File: src/rtl/hex_print_pkg.sv
`default_nettype none
// ============================================================================
// Module  : hex_print_pkg
// Brief   : State encoding and ASCII constants shared by the hex printer.
// Revision: 1.0  initial release
// ============================================================================
package hex_print_pkg;

    typedef enum logic [2:0] {
        ST_IDLE    = 3'd0,
        ST_FETCH   = 3'd1,
        ST_SEND    = 3'd2,
        ST_SEND_CR = 3'd3,
        ST_SEND_LF = 3'd4,
        ST_FIN     = 3'd5
    } hex_state_t;

    localparam logic [7:0] ASCII_CR = 8'h0D;
    localparam logic [7:0] ASCII_LF = 8'h0A;

    // A single-nibble value still needs a 1-bit counter.
    function automatic int cnt_width(input int nibbles);
        return (nibbles <= 1) ? 1 : $clog2(nibbles);
    endfunction

endpackage : hex_print_pkg
`default_nettype wire

File: src/rtl/hex_print_ctrl.sv
`default_nettype none
// ============================================================================
// Module  : hex_print_ctrl
// Brief   : Prints a WIDTH-bit value as ASCII hex (MSB nibble first) through
//           an external registered nibble ROM and a busy-handshaked UART TX.
// Revision: 1.0  initial release
// ============================================================================
module hex_print_ctrl
    import hex_print_pkg::*;
#(
    parameter int WIDTH   = 16,
    parameter bit NEWLINE = 1'b1
) (
    input  logic             clk,
    input  logic             rst_n,
    input  logic             start,
    input  logic [WIDTH-1:0] value,
    output logic             busy,
    output logic             done,
    output logic [3:0]       rom_addr,
    input  logic [7:0]       rom_data,
    output logic [7:0]       tx_data,
    output logic             new_tx_data,
    input  logic             tx_busy
);

    localparam int              c_nibbles  = WIDTH / 4;
    localparam int              c_cnt_w    = cnt_width(c_nibbles);
    localparam logic [c_cnt_w-1:0] c_cnt_init = c_cnt_w'(c_nibbles - 1);

    hex_state_t           r_state;
    hex_state_t           w_state_next;
    logic [WIDTH-1:0]     r_shreg;
    logic [WIDTH-1:0]     w_shifted;
    logic [c_cnt_w-1:0]   r_cnt;
    logic [3:0]           r_rom_addr;
    logic [7:0]           r_tx_data;
    logic                 r_sent;
    logic                 w_accept;
    logic                 w_strobe;
    logic                 w_advance;
    logic                 w_last;
    logic [7:0]           w_char;

    generate
        if (WIDTH > 4) begin : g_shift
            assign w_shifted = {r_shreg[WIDTH-5:0], 4'h0};
        end else begin : g_no_shift
            assign w_shifted = '0;
        end
    endgenerate

    assign w_last = (r_cnt == '0);

    always_ff @(posedge clk or negedge rst_n) begin
        if (!rst_n) begin
            r_state <= ST_IDLE;
        end else begin
            r_state <= w_state_next;
        end
    end

    // r_sent is the registered strobe; blocking on it forces one quiet cycle
    // after every character so tx_busy can rise before the next decision.
    always_comb begin
        w_state_next = r_state;
        w_accept     = 1'b0;
        w_strobe     = 1'b0;
        w_advance    = 1'b0;
        w_char       = rom_data;
        case (r_state)
            ST_IDLE: begin
                if (start) begin
                    w_accept     = 1'b1;
                    w_state_next = ST_FETCH;
                end
            end
            ST_FETCH: begin
                w_state_next = ST_SEND;
            end
            ST_SEND: begin
                if (!tx_busy && !r_sent) begin
                    w_strobe = 1'b1;
                    if (!w_last) begin
                        w_advance    = 1'b1;
                        w_state_next = ST_FETCH;
                    end else begin
                        w_state_next = NEWLINE ? ST_SEND_CR : ST_FIN;
                    end
                end
            end
            ST_SEND_CR: begin
                w_char = ASCII_CR;
                if (!tx_busy && !r_sent) begin
                    w_strobe     = 1'b1;
                    w_state_next = ST_SEND_LF;
                end
            end
            ST_SEND_LF: begin
                w_char = ASCII_LF;
                if (!tx_busy && !r_sent) begin
                    w_strobe     = 1'b1;
                    w_state_next = ST_FIN;
                end
            end
            ST_FIN: begin
                w_state_next = ST_IDLE;
            end
            default: begin
                w_state_next = ST_IDLE;
            end
        endcase
    end

    // The ROM address is loaded together with each new nibble so the ROM's
    // one-cycle latency is hidden behind the FETCH cycle.
    always_ff @(posedge clk or negedge rst_n) begin
        if (!rst_n) begin
            r_shreg    <= '0;
            r_cnt      <= '0;
            r_rom_addr <= 4'h0;
            r_tx_data  <= 8'h00;
            r_sent     <= 1'b0;
        end else begin
            r_sent <= w_strobe;
            if (w_strobe) begin
                r_tx_data <= w_char;
            end
            if (w_accept) begin
                r_shreg    <= value;
                r_cnt      <= c_cnt_init;
                r_rom_addr <= value[WIDTH-1 -: 4];
            end else if (r_state == ST_FETCH) begin
                r_rom_addr <= r_shreg[WIDTH-1 -: 4];
            end else if (w_advance) begin
                r_shreg    <= w_shifted;
                r_cnt      <= r_cnt - c_cnt_w'(1);
                r_rom_addr <= w_shifted[WIDTH-1 -: 4];
            end
        end
    end

    assign busy        = (r_state != ST_IDLE);
    assign done        = (r_state == ST_FIN);
    assign rom_addr    = r_rom_addr;
    assign tx_data     = r_tx_data;
    assign new_tx_data = r_sent;

endmodule : hex_print_ctrl
`default_nettype wire

File: config.mk
export PLATFORM = sky130hd
export DESIGN_NAME = hex_print_ctrl
export DESIGN_NICKNAME = d
export VERILOG_FILES = /design/src/rtl/hex_print_pkg.sv /design/src/rtl/hex_print_ctrl.sv
export SDC_FILE = /design/constraint.sdc
export NUM_CORES = 1
export LEC_CHECK = 0
export CELL_PAD_IN_SITES_DETAIL_PLACEMENT = 1
export CELL_PAD_IN_SITES_GLOBAL_PLACEMENT = 2
export CORE_MARGIN = 2
export CORE_UTILIZATION = 27
export CTS_CLUSTER_DIAMETER = 40
export CTS_CLUSTER_SIZE = 12
export DETAILED_ROUTE_END_ITERATION = 7
export GPL_ROUTABILITY_DRIVEN = 0
export GPL_TIMING_DRIVEN = 1
export MAX_ROUTING_LAYER = met4
export PLACE_DENSITY = 0.87
export SETUP_SLACK_MARGIN = 0.4
export SLEW_MARGIN = 20
export SYNTH_ARGS = -nofsm -noshare
export SYNTH_HDL_FRONTEND = slang
export SYNTH_SLANG_ARGS = --single-unit
File: constraint.sdc
create_clock -name clk -period 1.55 [get_ports clk]
set_input_delay 0.31 -clock clk [delete_from_list [all_inputs] [get_ports clk]]
set_output_delay 0.31 -clock clk [all_outputs]
set_load 0.01 [all_outputs]
==> key figures <==
Drt
  – Vias per cell: 5.19
  – WL final: 7090 µm
  – TritonRoute pass-1 iters: 4
  – DRT iter0 DRCs: 83
  – Vias: 1901
  – DRC: 0
  – Wirelength per Cell: 19.4 µm
  – Antenna viol nets, final: 0

Synth
  – Syn avg cell area: 9.51 µm²
  – Seq cells post-synth: 34
  – Post-synthesis simple-gate area fraction: 23.2%
  – Cell area after synthesis: 1790 µm²
  – Post-Syn Instances: 188
  – Post-synthesis cell type count: 38
  – Adder-cell share of the synthesized area: 0.700%
  – Xor/xnor share of the synthesized area: 0%
  – Post-synthesis compound-gate area fraction: 21.7%
  – Largest family of logic cells by synthesized area: simple AND/OR/NAND/NOR gates
  – Register area share after synthesis: 47.6%
  – Post-Syn Nets: 217
  – Post-synth ARST share: 100%
  – Mux contribution to synthesized area: 0.560%
  – Post-synth EDFFs: 0
  – Post-synth top flop: dfrtp_1
  – Synth warn: 0

Clocking
  – Hold_buf cts: 0
  – Clk root buf: clkbuf_8
  – Max clock buf depth: 2
  – TritonCTS Sinks: 34
  – CTS buffer count: 5
  – Clk slew on worst S/H paths: 0.08 ns
  – Skew-Pair Late Insertion Delay: 0.29 ns
  – Htree depth: 2
  – CTS tree: built

Power and ir drop
  – Power per cell area: 2110 nW/µm²
  – Tot Pwr: 6.88 mW
  – Cell Int Power: 4.14 mW
  – Net Switching: 2.74 mW
  – Worst VDD drop: 1.13 mV
  – Gate power share: 62.1%
  – Sw Share: 39.8%
  – Flop pwr share: 23.2%
  – Share of total power in the clock network: 14.7%
  – Leakage: 1.40 nW

Run
  – Max-cap violations: 0

Finish
  – Number of diodes: 0
  – Fill cell count: 683
  – Commonest non-fill, non-tap cell in the layout: buf_4
  – P&R area growth vs syn: 82.9%
  – Fin cells: 366
  – Most frequent cells in the layout: buf_4 (35), dfrtp_1 (31), clkdlybuf4s50_1 (26), buf_6 (25), nand2_1 (24)
  – Ratio of cells with drive above 1 in the final layout: 49.5%
  – Layout Nets: 317

STA
  – Final setup vio count: 23
  – Max frequency: 603 MHz
  – Fin. max-slew vios: 0
  – Part of the cycle the worst path needs: 107%
  – Layout Skew: 0.00659 ns
  – Relative slew slack: 72.3%
  – Post-route setup slack: -0.109 ns
  – Unrepaired setup endpoints after global routing: yes
  – Min cycle time layout: 1.66 ns
  – Worst slew pin tran: 0.405 ns
  – Final Hold Viols: 0
  – Hold_ws: 0.383 ns

Place
  – Inst Count DP: 317
  – Port bufs: 42
  – Placement Setup Slack: -0.243 ns
  – HPWL after DPL: 3510 µm

Global route
  – Largest net degree at the start of global routing: 35
  – Global-route wire length before repair: 10400 µm
  – Global-route usage over all layers: 19.0%
  – Initial antenna violation count: 0
  – Number of global-route vias before repair: 2000
  – GR Overflow Total: 0

Worst setup path
  – Startpoint Class: register
  – Worst Setup Path Type: reg -> reg
  – Worst-case reg-to-reg path depth: 6
  – Worst Path Required: 1.73 ns
  – CP endpoint kind: register
  – CP arrival: 1.83 ns
  – Worst Path Max Fanout: 9

Floorplanning
  – Chip Width: 85.4 µm
  – Cell Rows: 29
  – CORE AREA: 6390 µm²
  – Die ar.: 7290 µm²
  – Die span in y: 85.4 µm
  – Initial Utilization: 28.0%
  – Boundary Pins: 43

Worst hold path
  – Hold Path Class: in -> async

Status
  – Failing checks: setup timing
  – Status: finished, violations left
## worst paths after layout
path	endpoint	slack, ns	startpoint
worst max-delay path	r_shreg[15]	-0.11	r_state[1]
worst min-delay path	tx_data[7]	0.38	rst_n
worst max register to register	r_shreg[15]	-0.11	r_state[1]
worst min register to register	r_shreg[1]	0.53	r_shreg[1]
max in group asynchronous	r_state[2]	0.94	rst_n
min in group clk	r_shreg[1]	0.53	r_shreg[1]
## critical path, cell delays in order, from the launching register on
cell	delay, ns
dfrtp_2	0.43
buf_6	0.14
or4b_4	0.52
buf_8	0.15
buf_8	0.13
nand2_1	0.07
o211ai_1	0.10
## what timing repair did
| action | in CTS | in global routing |
|---|---|---|
| endpoints found under the setup margin | 49 | 45 |
| resized for setup | 127 | 32 |
| setup buffers | 24 | 14 |
| pin swaps | 14 | 14 |
| gates cloned | 1 | 2 |
## stage by stage
| stage | instance area [µm²] | utilization [%] | TNS, ns |
|---|---|---|---|
| after global placement | 2470 | 38.7 | -5.22 |
| after global routing | 3270 | 51.2 | -2.44 |
| final | 3270 | 51.2 | -1.45 |
| after detailed placement | 2470 | 38.7 | -5.29 |
| after CTS | 3000 | 47.0 | -0.659 |
| after floorplan | 1880 | - | 0 |
## power by group through the flow
| stage | registers (mW) | clock network (mW) | logic (mW) |
|---|---|---|---|
| floorplan | 1.61 | 0 | 1.62 |
| global placement | 1.56 | 0 | 2.51 |
| detailed placement | 1.57 | 0 | 2.58 |
| CTS | 1.55 | 1.02 | 3.44 |
| global route | 1.63 | 1.06 | 4.56 |
| finish | 1.60 | 1.01 | 4.27 |
## metal layers
metal	GRT usage, %	up-vias	wire, µm
met4	6.35	0	257
li1	-	885	-
met5	-	-	0
met2	30.1	61	3600
met1	23.8	934	2930
met3	4.47	21	303
## Yosys cell counts (2+ instances only)
cell | count | share of area, %
nor2_1 | 6 | 1.3
a22o_1 | 9 | 4.4
buf_6 | 2 | 1.3
buf_2 | 11 | 3.1
o31ai_1 | 5 | 2.1
dfrtp_1 | 34 | 48
nand3_1 | 13 | 3.6
a211oi_1 | 4 | 1.7
a21oi_1 | 3 | 0.84
inv_1 | 7 | 1.5
nor2b_1 | 3 | 1.0
o21ai_1 | 4 | 1.1
nand2b_1 | 3 | 1.0
nor3_1 | 5 | 1.4
a2111oi_0 | 4 | 2.0
or3_1 | 2 | 0.70
clkbuf_1 | 2 | 0.42
o21ai_0 | 8 | 2.2
o211ai_1 | 12 | 5.0
nand2_1 | 33 | 6.9
## state kept, by name, summed over array words and instances (netlist names)
name	count
rom_addr	4
r_shreg	16
new_tx_data	1
r_state	3
r_cnt	2
tx_data	8
## final cells by class
cell class              count  area (µm²)  share of cell area (%)
inverters                   7        28.8                   0.880
repair buffers            106        1010                    31.0
well taps                  77        96.3                    2.95
flip-flops and latches     34         855                    26.1
clock buffers               5        68.8                    2.10
multi-input cells         134        1140                    34.8
clock inverters             3        68.8                    2.10
## logic make-up (layout without fill, tap and decap cells)
kind of cell | after synthesis | after routing
multiplexers | 1 | 1
AND/OR/NAND/NOR | 76 | 78
buffers and inverters | 22 | 121
flip-flops | 34 | 34
adder cells (fa/ha/maj) | 1 | 1
AO/OA/AOI/OAI | 54 | 54
(Power assumes the default switching activity.)
